### src/rtl/axi4_reg_slice.sv
// AXI4 register slice: two-entry skid buffer on every channel, no comb paths.
// Optional macro AXI4_REG_SLICE_RD_PIPE_EN registers AR/R; otherwise they are wires.
module axi4_reg_slice_skid #(
    parameter int W = 8
) (
    input  logic         clock,
    input  logic         reset,
    input  logic         up_valid_i,
    output logic         up_ready_o,
    input  logic [W-1:0] up_data_i,
    output logic         dn_valid_o,
    input  logic         dn_ready_i,
    output logic [W-1:0] dn_data_o
);
    typedef enum logic [1:0] {EMPTY, ONE, TWO} state_e;

    state_e       state_q;
    logic         rdy_q;
    logic         vld_q;
    logic [W-1:0] main_q;
    logic [W-1:0] skid_q;
    logic         push;
    logic         pop;

    assign push       = up_valid_i && rdy_q;
    assign pop        = vld_q && dn_ready_i;
    assign up_ready_o = rdy_q;
    assign dn_valid_o = vld_q;
    assign dn_data_o  = main_q;

    always_ff @(posedge clock) begin
        if (reset) begin
            state_q <= EMPTY;
            rdy_q   <= 1'b0;
            vld_q   <= 1'b0;
            main_q  <= '0;
            skid_q  <= '0;
        end else begin
            unique case (state_q)
                EMPTY: begin
                    rdy_q <= 1'b1;
                    if (push) begin
                        main_q  <= up_data_i;
                        vld_q   <= 1'b1;
                        state_q <= ONE;
                    end
                end
                ONE: begin
                    if (push && !pop) begin
                        skid_q  <= up_data_i;
                        rdy_q   <= 1'b0;
                        state_q <= TWO;
                    end else if (pop && !push) begin
                        vld_q   <= 1'b0;
                        state_q <= EMPTY;
                    end else if (push && pop) begin
                        main_q  <= up_data_i;
                    end
                end
                TWO: begin
                    // READY is low here, so only a drain can happen
                    if (pop) begin
                        main_q  <= skid_q;
                        rdy_q   <= 1'b1;
                        state_q <= ONE;
                    end
                end
                default: begin
                    state_q <= EMPTY;
                    rdy_q   <= 1'b0;
                    vld_q   <= 1'b0;
                end
            endcase
        end
    end
endmodule

module axi4_reg_slice #(
    parameter int AXI4_ADDRESS_WIDTH = 32,
    parameter int AXI4_DATA_WIDTH    = 32,
    parameter int AXI4_ID_WIDTH      = 4
) (
    input  logic                          clock,
    input  logic                          reset,
    input  logic [AXI4_ID_WIDTH-1:0]      t_AWID,
    input  logic [AXI4_ADDRESS_WIDTH-1:0] t_AWADDR,
    input  logic [7:0]                    t_AWLEN,
    input  logic [2:0]                    t_AWSIZE,
    input  logic [1:0]                    t_AWBURST,
    input  logic                          t_AWLOCK,
    input  logic [3:0]                    t_AWCACHE,
    input  logic [2:0]                    t_AWPROT,
    input  logic [3:0]                    t_AWQOS,
    input  logic [3:0]                    t_AWREGION,
    input  logic                          t_AWVALID,
    output logic                          t_AWREADY,
    input  logic [AXI4_DATA_WIDTH-1:0]    t_WDATA,
    input  logic [AXI4_DATA_WIDTH/8-1:0]  t_WSTRB,
    input  logic                          t_WLAST,
    input  logic                          t_WVALID,
    output logic                          t_WREADY,
    output logic [AXI4_ID_WIDTH-1:0]      t_BID,
    output logic [1:0]                    t_BRESP,
    output logic                          t_BVALID,
    input  logic                          t_BREADY,
    input  logic [AXI4_ID_WIDTH-1:0]      t_ARID,
    input  logic [AXI4_ADDRESS_WIDTH-1:0] t_ARADDR,
    input  logic [7:0]                    t_ARLEN,
    input  logic [2:0]                    t_ARSIZE,
    input  logic [1:0]                    t_ARBURST,
    input  logic                          t_ARLOCK,
    input  logic [3:0]                    t_ARCACHE,
    input  logic [2:0]                    t_ARPROT,
    input  logic [3:0]                    t_ARQOS,
    input  logic [3:0]                    t_ARREGION,
    input  logic                          t_ARVALID,
    output logic                          t_ARREADY,
    output logic [AXI4_ID_WIDTH-1:0]      t_RID,
    output logic [AXI4_DATA_WIDTH-1:0]    t_RDATA,
    output logic [1:0]                    t_RRESP,
    output logic                          t_RLAST,
    output logic                          t_RVALID,
    input  logic                          t_RREADY,
    output logic [AXI4_ID_WIDTH-1:0]      i_AWID,
    output logic [AXI4_ADDRESS_WIDTH-1:0] i_AWADDR,
    output logic [7:0]                    i_AWLEN,
    output logic [2:0]                    i_AWSIZE,
    output logic [1:0]                    i_AWBURST,
    output logic                          i_AWLOCK,
    output logic [3:0]                    i_AWCACHE,
    output logic [2:0]                    i_AWPROT,
    output logic [3:0]                    i_AWQOS,
    output logic [3:0]                    i_AWREGION,
    output logic                          i_AWVALID,
    input  logic                          i_AWREADY,
    output logic [AXI4_DATA_WIDTH-1:0]    i_WDATA,
    output logic [AXI4_DATA_WIDTH/8-1:0]  i_WSTRB,
    output logic                          i_WLAST,
    output logic                          i_WVALID,
    input  logic                          i_WREADY,
    input  logic [AXI4_ID_WIDTH-1:0]      i_BID,
    input  logic [1:0]                    i_BRESP,
    input  logic                          i_BVALID,
    output logic                          i_BREADY,
    output logic [AXI4_ID_WIDTH-1:0]      i_ARID,
    output logic [AXI4_ADDRESS_WIDTH-1:0] i_ARADDR,
    output logic [7:0]                    i_ARLEN,
    output logic [2:0]                    i_ARSIZE,
    output logic [1:0]                    i_ARBURST,
    output logic                          i_ARLOCK,
    output logic [3:0]                    i_ARCACHE,
    output logic [2:0]                    i_ARPROT,
    output logic [3:0]                    i_ARQOS,
    output logic [3:0]                    i_ARREGION,
    output logic                          i_ARVALID,
    input  logic                          i_ARREADY,
    input  logic [AXI4_ID_WIDTH-1:0]      i_RID,
    input  logic [AXI4_DATA_WIDTH-1:0]    i_RDATA,
    input  logic [1:0]                    i_RRESP,
    input  logic                          i_RLAST,
    input  logic                          i_RVALID,
    output logic                          i_RREADY
);
    localparam int AXW = AXI4_ID_WIDTH + AXI4_ADDRESS_WIDTH + 29;
    localparam int WW  = AXI4_DATA_WIDTH + AXI4_DATA_WIDTH / 8 + 1;
    localparam int BW  = AXI4_ID_WIDTH + 2;
    localparam int RW  = AXI4_ID_WIDTH + AXI4_DATA_WIDTH + 3;

    logic [AXW-1:0] aw_q;
    logic [WW-1:0]  w_q;
    logic [BW-1:0]  b_q;

    axi4_reg_slice_skid #(.W(AXW)) u_aw (
        .clock      (clock),
        .reset      (reset),
        .up_valid_i (t_AWVALID),
        .up_ready_o (t_AWREADY),
        .up_data_i  ({t_AWID, t_AWADDR, t_AWLEN, t_AWSIZE, t_AWBURST,
                      t_AWLOCK, t_AWCACHE, t_AWPROT, t_AWQOS, t_AWREGION}),
        .dn_valid_o (i_AWVALID),
        .dn_ready_i (i_AWREADY),
        .dn_data_o  (aw_q)
    );
    assign {i_AWID, i_AWADDR, i_AWLEN, i_AWSIZE, i_AWBURST,
            i_AWLOCK, i_AWCACHE, i_AWPROT, i_AWQOS, i_AWREGION} = aw_q;

    axi4_reg_slice_skid #(.W(WW)) u_w (
        .clock      (clock),
        .reset      (reset),
        .up_valid_i (t_WVALID),
        .up_ready_o (t_WREADY),
        .up_data_i  ({t_WDATA, t_WSTRB, t_WLAST}),
        .dn_valid_o (i_WVALID),
        .dn_ready_i (i_WREADY),
        .dn_data_o  (w_q)
    );
    assign {i_WDATA, i_WSTRB, i_WLAST} = w_q;

    axi4_reg_slice_skid #(.W(BW)) u_b (
        .clock      (clock),
        .reset      (reset),
        .up_valid_i (i_BVALID),
        .up_ready_o (i_BREADY),
        .up_data_i  ({i_BID, i_BRESP}),
        .dn_valid_o (t_BVALID),
        .dn_ready_i (t_BREADY),
        .dn_data_o  (b_q)
    );
    assign {t_BID, t_BRESP} = b_q;

`ifdef AXI4_REG_SLICE_RD_PIPE_EN
    logic [AXW-1:0] ar_q;
    logic [RW-1:0]  r_q;

    axi4_reg_slice_skid #(.W(AXW)) u_ar (
        .clock      (clock),
        .reset      (reset),
        .up_valid_i (t_ARVALID),
        .up_ready_o (t_ARREADY),
        .up_data_i  ({t_ARID, t_ARADDR, t_ARLEN, t_ARSIZE, t_ARBURST,
                      t_ARLOCK, t_ARCACHE, t_ARPROT, t_ARQOS, t_ARREGION}),
        .dn_valid_o (i_ARVALID),
        .dn_ready_i (i_ARREADY),
        .dn_data_o  (ar_q)
    );
    assign {i_ARID, i_ARADDR, i_ARLEN, i_ARSIZE, i_ARBURST,
            i_ARLOCK, i_ARCACHE, i_ARPROT, i_ARQOS, i_ARREGION} = ar_q;

    axi4_reg_slice_skid #(.W(RW)) u_r (
        .clock      (clock),
        .reset      (reset),
        .up_valid_i (i_RVALID),
        .up_ready_o (i_RREADY),
        .up_data_i  ({i_RID, i_RDATA, i_RRESP, i_RLAST}),
        .dn_valid_o (t_RVALID),
        .dn_ready_i (t_RREADY),
        .dn_data_o  (r_q)
    );
    assign {t_RID, t_RDATA, t_RRESP, t_RLAST} = r_q;
`else
    // Read path bypassed: zero latency, READY/VALID combinational
    assign {i_ARID, i_ARADDR, i_ARLEN, i_ARSIZE, i_ARBURST,
            i_ARLOCK, i_ARCACHE, i_ARPROT, i_ARQOS, i_ARREGION} =
           {t_ARID, t_ARADDR, t_ARLEN, t_ARSIZE, t_ARBURST,
            t_ARLOCK, t_ARCACHE, t_ARPROT, t_ARQOS, t_ARREGION};
    assign i_ARVALID = t_ARVALID;
    assign t_ARREADY = i_ARREADY;
    assign {t_RID, t_RDATA, t_RRESP, t_RLAST} = {i_RID, i_RDATA, i_RRESP, i_RLAST};
    assign t_RVALID  = i_RVALID;
    assign i_RREADY  = t_RREADY;
`endif
endmodule

### config.mk
export PLATFORM = sky130hd
export DESIGN_NAME = axi4_reg_slice
export DESIGN_NICKNAME = d
export VERILOG_FILES = /design/src/rtl/axi4_reg_slice.sv
export SDC_FILE = /design/constraint.sdc
export NUM_CORES = 1
export LEC_CHECK = 0
export CAP_MARGIN = 15
export CORE_MARGIN = 4
export CORE_UTILIZATION = 40
export CTS_CLUSTER_DIAMETER = 60
export DETAILED_ROUTE_END_ITERATION = 12
export PLACE_DENSITY = 0.85
export RECOVER_POWER = 25
export SYNTH_ARGS = -nofsm -noshare
export SYNTH_HDL_FRONTEND = slang
export SYNTH_SLANG_ARGS = --single-unit
### constraint.sdc
create_clock -name clock -period 2.3 [get_ports clock]
set_input_delay 0.575 -clock clock [delete_from_list [all_inputs] [get_ports clock]]
set_output_delay 0.575 -clock clock [all_outputs]
set_load 0.02 [all_outputs]
==> flow_summary_export.csv, run 1 <==
group,metric,value,unit
synthesis,synth_top_family_by_area,"compound AO/OA/AOI/OAI gates",
cts,cts-buffers-inserted,27,
global_routing,grt_antenna_before_repair,3,
synthesis,synth_cells,1197,
cts,hold_buffers,0,
power_and_ir_drop,power_frac_seq,39.8,%
timing,min_period_over_period,97.2,%
route,ant_nets,0,
synthesis,synth_top_area_share,41.9,%
floorplanning,core,26900,sq um
setup_path,criticalPathCategory,"reg2out",
global_routing,grt-ovfl-total,0,
layout,drive_gt1_share,8.73,%
setup_path,crit_fanout,7,
floorplanning,die_w,173,um
cts,cts_tree,"done",
layout,diodes,0,
route,vias,9662,
route,drt-vias-per-instance,5.95,
power_and_ir_drop,peakVddDrop,668,uV
setup_path,path_buf_inv,1,
power_and_ir_drop,total_power,11100,uW
global_routing,grt_use_met1,23.4,%
placed_design,hpwl,20.1,mm
setup_path,path_cells,"clkdlybuf4s50_1",
setup_path,worstSetupStartpointType,"flip-flop",
timing,tightest_slew,603,ps
worst_hold_path,hold_class,"in2reg",
layout,final_cell_mix,"dfxtp_1, clkdlybuf4s50_1, a211oi_1, a21oi_1",
run_status,status,"finished clean",
timing,setup-tns-final,0,ps
synthesis,synth_area_leaders,"dfxtp_1, a211oi_1, mux2i_1, buf_4, a21oi_1",
timing,max_freq,447,MHz
setup_path,cp.required,1730,ps
timing,finalMaxSlewViolations,0,
global_routing,use_met3,5.25,%
floorplanning,row_count,60,
timing,layout_min_cycle_time,2230,ps
floorplanning,start_util,40.5,%
setup_path,r2r_slack,440,ps
synthesis,synth-xor-area-share,0,%
floorplanning,die_area,29900,sq um
synthesis,syn_area,10900,sq um
synthesis,synth_area_leader_cell,"dfxtp_1",
global_routing,grt_pass1_wl,49.6,mm
cts,htreeDepth,1,
timing,hold_viol,0,
power_and_ir_drop,clkPwrFrac,39.6,%
timing,rsz0062_at_grt,"false",
setup_path,crit_slowest_cell,"clkdlybuf4s50_1",
synthesis,ys.flop_type,"dfxtp_1",
route,wl_per_cell,18.9,um
cts,postCtsSetupBuffers,0,
cts,clkTransAtPathRegs,70,ps
layout,nNetsFinal,1486,
route,drtIter0Drc,818,
setup_path,worst_path_largest_cell_delay,680,ps
synthesis,synthesis.nets,1421,
setup_path,critPathCaptureType,"output port",
global_routing,grt_use_met2,32.6,%
timing,whs,399,ps
setup_path,cp_top_family,"buffers and inverters",
global_routing,track_usage,19.2,%
power_and_ir_drop,p_int,7920,uW
synthesis,async_reset_ff_share,0,%
power_and_ir_drop,p_switching,3220,uW
floorplanning,die_h,173,um
power_and_ir_drop,comb_power_share,20.6,%
layout,area_growth,26.4,%
cts,cts_buffer_depth,3,
cts,clock_latency,530,ps
synthesis,yosys.area_share.simple,6.82,%
synthesis,ys_types,37,
floorplanning,io-pin-count,446,
synthesis,synthMuxAreaShare,10.0,%
timing,slew_headroom,59.8,%
global_routing,grt_max_degree,77,
synthesis,synth_compound_area_share,27.9,%
global_routing,first_global_vias,9693,
timing,setup_viol,0,
setup_path,cp.arrival,1660,ps
power_and_ir_drop,switching_share,28.9,%
power_and_ir_drop,power_density,809,nW/um^2
route,firstDrtPassIters,5,
synthesis,synth_fa_ha_area_share,0,%
synthesis,synth_edf_count,0,
synthesis,ys_ff_latch,228,
synthesis,synth-seq-area-share,41.9,%
power_and_ir_drop,p_leak,0.00532,uW
synthesis,syn_area_per_cell,9.10,sq um
placed_design,gp_congestion,0.801,
layout,final_common_cell,"dfxtp_1",
global_routing,busiest_layer,"met2",
route,wirelength,30.7,mm
cts,cts_root_buffer,"clkbuf_16",
timing,finalClockSkew,22.0,ps
route,route.detailed.drc,0,
flow_run,drv_cap,0,
synthesis,yosys_warnings,0,
placed_design,portBuffers,229,
cts,cts_sinks,228,
## state kept, by name (all words and copies together) (netlist names), 2 cells and up
signal,cells
u_aw.dn_data_o,65
u_aw.skid_q,65
u_w.dn_data_o,37
u_w.skid_q,37
u_b.dn_data_o,6
u_b.skid_q,6
u_aw.state_q,2
u_b.state_q,2
u_w.state_q,2
## layer usage
metal | vias to the layer above | share of wire [%]
met1 | 4633 | 41
met4 | 6 | 2.8
met5 | - | 0.15
li1 | 4525 | -
met2 | 400 | 49
met3 | 98 | 7.9
## synth_stat cells, types with 2 or more instances
library cell	n
buf_2	24
nand2_1	9
a21bo_2	2
a211o_1	5
a211oi_1	173
o21bai_1	2
and4b_1	2
dfxtp_1	228
clkbuf_1	91
o21ai_0	108
inv_1	8
nand3_1	108
nand2b_1	6
nand3b_1	3
buf_6	2
o31ai_1	2
mux2i_1	108
and4_1	2
a2111oi_0	43
and3b_1	3
a21o_1	9
buf_8	3
a221oi_1	3
a21boi_1	2
a21oi_1	116
buf_1	11
buf_4	114
## cells by family after synthesis
logic type | count (synthesis)
AND/OR/NAND/NOR | 137
flip-flops | 228
AO/OA/AOI/OAI | 470
multiplexers | 109
buffers and inverters | 253
## stage by stage
step,instance area (sq um),setup WS [ps],std cells,util (%)
floorplan,10900,610,1197,-
global placement,12800,97.1,1574,47.7
detailed placement,12800,36.6,1574,47.7
CTS,13800,10.1,1624,51.2
global route,13800,13.9,1624,51.2
finish,13800,65.1,1624,51.2
## power groups by stage
stage	Combinational (uW)	Clock (uW)	Sequential, uW
final	2300	4410	4430
after global placement	2240	0	4500
after CTS	2300	4490	4430
after global routing	2470	4660	4460
after detailed placement	2280	0	4500
after floorplan	1250	0	4730
## worst paths after layout
kind	cells past startpoint	end	from
setup / recovery	1	i_WVALID	u_w.dn_valid_o$_SDFFE_PP0P_
hold / removal	2	u_w.skid_q[32]$_SDFFE_PP0P_	reset
setup reg to reg	4	u_w.dn_data_o[15]$_SDFFE_PP0P_	u_w.state_q[1]$_SDFFE_PP0P_
hold reg to reg	2	u_w.skid_q[3]$_SDFFE_PP0P_	u_w.skid_q[3]$_SDFFE_PP0P_
## timing repair
action / CTS / global route
cloned: 0 / 0
gates resized for setup: 1 / 1
endpoints found under the setup margin: 1 / 1
## cell type report
cell class	count	area, sq um
timing repair buffer	281	2890
tap	341	427
clock inverter	15	200
inverter	8	30.0
clock buffer	35	736
sequential	228	4570
multi-input combinational	716	4920
fill	2374	13100
Note: power is estimated with default switching activity, not from simulation.
==> run 2: changes to the inputs <==
==> constraint.sdc (replaced) <==
create_clock -name clock -period 2.65 [get_ports clock]
set_input_delay 0.6625 -clock clock [delete_from_list [all_inputs] [get_ports clock]]
set_output_delay 0.6625 -clock clock [all_outputs]
set_load 0.02 [all_outputs]
==> flow_summary_export.csv, run 2 (same netlist as run 1, synthesis figures left out) <==
group,metric,value,unit
run_status,status,"finished clean",
placed_design,dp_cells,1562,
timing,tightest_slew,612,ps
global_routing,grt_antenna_before_repair,3,
cts,cts_sinks,228,
global_routing,track_usage,18.6,%
cts,cts_tree,"done",
floorplanning,row_count,60,
layout,area_growth,24.3,%
setup_path,crit_slowest_cell,"clkdlybuf4s50_1",
layout,diodes,0,
layout,drive_gt1_share,7.27,%
layout,fill_cells,2387,
floorplanning,die_area,29900,sq um
timing,slew_headroom,59.1,%
setup_path,cp.arrival,1700,ps
layout,final_cells,1607,
global_routing,grt-ovfl-total,0,
worst_hold_path,hold_class,"reg2reg",
route,ant_nets,0,
cts,hold_buffers,0,
power_and_ir_drop,clkPwrFrac,38.4,%
timing,hold_viol,0,
setup_path,critPathCaptureType,"output port",
setup_path,cp.required,1990,ps
cts,ctsResizeCount,0,
timing,finalClockSkew,8.23,ps
route,firstDrtPassIters,6,
placed_design,portBuffers,229,
timing,setup-tns-final,0,ps
route,drt-vias-per-instance,5.99,
cts,cts_buffer_depth,3,
placed_design,hpwl,19.7,mm
route,wl_per_cell,18.9,um
setup_path,path_buf_inv,1,
global_routing,first_global_vias,9051,
route,wirelength,30.4,mm
floorplanning,core,26900,sq um
setup_path,crit_fanout,7,
timing,rsz0062_at_grt,"false",
timing,min_period_over_period,89.1,%
floorplanning,die_w,173,um
route,drtIter0Drc,758,
setup_path,worstSetupStartpointType,"flip-flop",
power_and_ir_drop,p_leak,0.00521,uW
layout,final_common_cell,"dfxtp_1",
power_and_ir_drop,peakVddDrop,418,uV
cts,clock_latency,520,ps
floorplanning,start_util,40.5,%
route,route.detailed.drc,0,
placed_design,gp_congestion,0.810,
power_and_ir_drop,p_int,6780,uW
power_and_ir_drop,power_frac_seq,40.9,%
global_routing,grt_pass1_wl,48.1,mm
setup_path,cp-startpoint,"u_aw.dn_valid_o$_SDFFE_PP0P_",
timing,whs,470,ps
cts,cts_root_buffer,"clkbuf_16",
power_and_ir_drop,switching_share,28.0,%
cts,clkTransAtPathRegs,60,ps
setup_path,r2r_start,"u_w.state_q[1]$_SDFFE_PP0P_",
setup_path,cp_top_family,"buffers and inverters",
setup_path,criticalPathCategory,"reg2out",
layout,postLayoutCoreUtil,50.4,%
timing,finalMaxSlewViolations,0,
timing,max_freq,423,MHz
power_and_ir_drop,p_switching,2640,uW
cts,cts-buffers-inserted,26,
cts,htreeDepth,1,
worst_hold_path,hold_start,"u_aw.skid_q[8]$_SDFFE_PP0P_",
layout,nNetsFinal,1473,
floorplanning,die_h,173,um
route,vias,9626,
floorplanning,io-pin-count,446,
global_routing,grt_max_degree,85,
cts,postCtsSetupBuffers,0,
setup_path,worst_path_largest_cell_delay,680,ps
setup_path,path_cells,"clkdlybuf4s50_1",
flow_run,drv_cap,0,
power_and_ir_drop,power_density,695,nW/um^2
timing,setup_viol,0,
power_and_ir_drop,comb_power_share,20.8,%
timing,layout_min_cycle_time,2360,ps
layout,final_cell_mix,"dfxtp_1, clkdlybuf4s50_1, a211oi_1, a21oi_1",
[run 2: cell types whose count changed in the layout (fill, tap and decap cells not counted), moves of 2 or more]
| cell | delta |
|---|---|
| dlygate4sd3_1 | +2 |
| clkbuf_1 | +2 |
| clkbuf_8 | +3 |
| buf_4 | -7 |
| clkinv_4 | -2 |
| buf_12 | -5 |
| inv_6 | -3 |
| clkinvlp_4 | -2 |
| clkinv_8 | -2 |
[run 2: final timing paths]
check             slack, ps  cells past startpoint                       endpoint
setup reg to reg        730                      4  u_w.dn_data_o[6]$_SDFFE_PP0P_
hold reg to reg         470                      2    u_aw.skid_q[8]$_SDFFE_PP0P_
hold / removal          470                      2    u_aw.skid_q[8]$_SDFFE_PP0P_
setup / recovery        290                      1                      i_AWVALID
[run 2: final cells by class]
type / count / area, sq um / share of cell area (%)
multi-input combinational: 716 / 4920 / 36.3
tap: 341 / 427 / 3.15
clock inverter: 5 / 85.1 / 0.628
inverter: 8 / 30.0 / 0.222
sequential: 228 / 4560 / 33.7
clock buffer: 40 / 785 / 5.79
timing repair buffer: 269 / 2730 / 20.2
[run 2: through the flow]
step                      instance area, sq um  worst slack, ps  power [uW]
after floorplan                          10900              872        5190
after global placement                   12700              273        5810
after detailed placement                 12700              174        5860
after CTS                                13500              250        9500
after global routing                     13500              196        9780
final                                    13500              288        9410
[run 2: power by group through the flow]
stage,clock (uW),combinational [uW],sequential (uW)
after floorplan,0,1090,4110
after global placement,0,1900,3910
after detailed placement,0,1950,3910
after CTS,3690,1960,3850
after global routing,3830,2080,3870
final,3610,1950,3850
[run 2: per-layer routing]
metal  vias to the layer above  GRT usage [%]  share of wire (%)
li1                       4507              -                  -
met1                      4610           23.8                 42
met2                       418           30.6                 47
met3                        85           5.14                7.7
met4                         6           6.22                2.9
met5                         -              0               0.13
==> run 3: changes to the inputs <==
--- a/config.mk
+++ b/config.mk
@@ -6,11 +6,12 @@
 export NUM_CORES = 1
 export LEC_CHECK = 0
 export CAP_MARGIN = 15
+export CORE_ASPECT_RATIO = 1.25
 export CORE_MARGIN = 4
-export CORE_UTILIZATION = 40
+export CORE_UTILIZATION = 31
 export CTS_CLUSTER_DIAMETER = 60
 export DETAILED_ROUTE_END_ITERATION = 12
-export PLACE_DENSITY = 0.85
+export PLACE_DENSITY = 0.71
 export RECOVER_POWER = 25
 export SYNTH_ARGS = -nofsm -noshare
 export SYNTH_HDL_FRONTEND = slang
==> constraint.sdc (replaced) <==
create_clock -name clock -period 2.2 [get_ports clock]
set_input_delay 0.55 -clock clock [delete_from_list [all_inputs] [get_ports clock]]
set_output_delay 0.55 -clock clock [all_outputs]
set_load 0.02 [all_outputs]
==> flow_summary_export.csv, run 3 (same netlist as run 1, synthesis figures left out) <==
group,metric,value,unit
run_status,status,"finished clean",
setup_path,worst_path_largest_cell_delay,650,ps
global_routing,track_usage,15.6,%
cts,clock_latency,540,ps
layout,final_common_cell,"dfxtp_1",
layout,drive_gt1_share,8.84,%
placed_design,portBuffers,229,
route,vias,9569,
cts,htreeDepth,1,
layout,area_growth,28.3,%
global_routing,grt_antenna_before_repair,1,
floorplanning,start_util,31.5,%
placed_design,dp_cells,1706,
timing,tightest_slew,607,ps
setup_path,cp.arrival,1550,ps
setup_path,path_cells,"clkdlybuf4s50_1",
floorplanning,io-pin-count,446,
setup_path,crit_slowest_cell,"clkdlybuf4s50_1",
cts,cts_root_buffer,"clkbuf_16",
power_and_ir_drop,power_frac_seq,40.3,%
power_and_ir_drop,total_power,11500,uW
placed_design,gp_congestion,0.790,
power_and_ir_drop,power_density,821,nW/um^2
setup_path,criticalPathCategory,"reg2out",
route,drt-vias-per-instance,5.44,
cts,cts_tree,"done",
worst_hold_path,hold_class,"in2reg",
layout,nNetsFinal,1492,
power_and_ir_drop,p_switching,3330,uW
layout,design_area,14000,sq um
global_routing,grt_pass1_wl,50.0,mm
timing,setup_viol,0,
placed_design,hpwl,21.5,mm
floorplanning,row_count,76,
global_routing,grt_max_degree,67,
setup_path,cp_top_family,"buffers and inverters",
route,route.detailed.drc,0,
setup_path,crit_fanout,2,
cts,postCtsSetupBuffers,0,
power_and_ir_drop,peakVddDrop,571,uV
timing,hold_viol,0,
timing,rsz0062_at_grt,"false",
timing,setup_slack,101,ps
timing,layout_min_cycle_time,2100,ps
floorplanning,die_w,176,um
flow_run,drv_cap,0,
power_and_ir_drop,clkPwrFrac,38.6,%
layout,final_cells,1758,
cts,clkTransAtPathRegs,60,ps
layout,final_cell_mix,"dfxtp_1, clkdlybuf4s50_1, a211oi_1, a21oi_1",
floorplanning,die_h,218,um
power_and_ir_drop,p_leak,0.00536,uW
route,firstDrtPassIters,5,
cts,cts_sinks,228,
timing,finalMaxSlewViolations,0,
power_and_ir_drop,switching_share,29.0,%
global_routing,first_global_vias,9419,
route,wirelength,31.9,mm
setup_path,worstSetupStartpointType,"flip-flop",
timing,finalClockSkew,14.4,ps
floorplanning,core,34600,sq um
timing,max_freq,476,MHz
cts,cts_buffer_depth,3,
setup_path,critPathCaptureType,"output port",
cts,hold_buffers,0,
power_and_ir_drop,comb_power_share,21.1,%
global_routing,grt-ovfl-total,0,
floorplanning,die_area,38200,sq um
setup_path,cp.required,1650,ps
route,drtIter0Drc,569,
setup_path,path_buf_inv,1,
route,ant_nets,0,
layout,postLayoutCoreUtil,40.4,%
power_and_ir_drop,p_int,8140,uW
cts,cts-buffers-inserted,28,
placed_design,dp_slack,-37.2,ps
timing,slew_headroom,59.5,%
route,wl_per_cell,18.1,um
placed_design,post_dp_cell_area,13100,sq um
timing,min_period_over_period,95.4,%
-- run 3: cell types whose count changed in the layout (fill, tap and decap cells not counted), sizes merged --
cell / before / now
dlygate4sd2: 0 / 5
dlymetal6s2s: 0 / 1
inv: 10 / 12
clkbuf: 40 / 42
clkinvlp: 0 / 1
clkinv: 1 / 4
diode: 0 / 1
dlygate4sd3: 4 / 2
clkdlybuf4s50: 224 / 220
bufinv: 2 / 0
buf: 41 / 58
-- run 3: cell type report --
class | instances | area (sq um)
timing repair buffer | 286 | 2970
sequential | 228 | 4560
tap | 468 | 586
clock inverter | 9 | 71.3
fill | 3420 | 20600
inverter | 8 | 30.0
multi-input combinational | 716 | 4930
clock buffer | 42 | 825
antenna | 1 | 2.50
-- run 3: worst paths after layout --
check / startpoint / endpoint / slack (ps) / cells after the start
worst max-delay path: u_w.dn_data_o[26]$_SDFFE_PP0P_ / i_WDATA[21] / 100 / 1
worst min-delay path: reset / u_w.skid_q[21]$_SDFFE_PP0P_ / 380 / 2
worst max register to register: u_w.state_q[1]$_SDFFE_PP0P_ / u_w.dn_data_o[0]$_SDFFE_PP0P_ / 350 / 4
worst min register to register: u_w.skid_q[15]$_SDFFE_PP0P_ / u_w.skid_q[15]$_SDFFE_PP0P_ / 470 / 2
-- run 3: through the flow --
stage	TNS, ps	hold WS (ps)
after detailed placement	-191	464
after CTS	0	358
final	0	382
after floorplan	0	453
after global routing	0	384
after global placement	-15.6	458
-- run 3: power groups by stage --
stage / logic, uW / registers (uW) / clock network [uW]
after floorplan: 1310 / 4950 / 0
after global placement: 2390 / 4710 / 0
after detailed placement: 2440 / 4710 / 0
after CTS: 2430 / 4630 / 4550
after global routing: 2580 / 4670 / 4740
final: 2420 / 4630 / 4420
-- run 3: what timing repair did --
| action | 4_1_cts | 5_1_grt |
|---|---|---|
| gates resized for setup | 5 | 1 |
| endpoints found under the setup margin | 5 | 1 |
| pin swaps | 0 | 0 |
-- run 3: per-layer routing --
metal / wire length [um] / vias up / track usage, %
li1: - / 4533 / -
met1: 12400 / 4606 / 17.7
met2: 16100 / 314 / 28.1
met3: 1830 / 116 / 2.55
met4: 1520 / 0 / 8.29
met5: 0 / - / 0
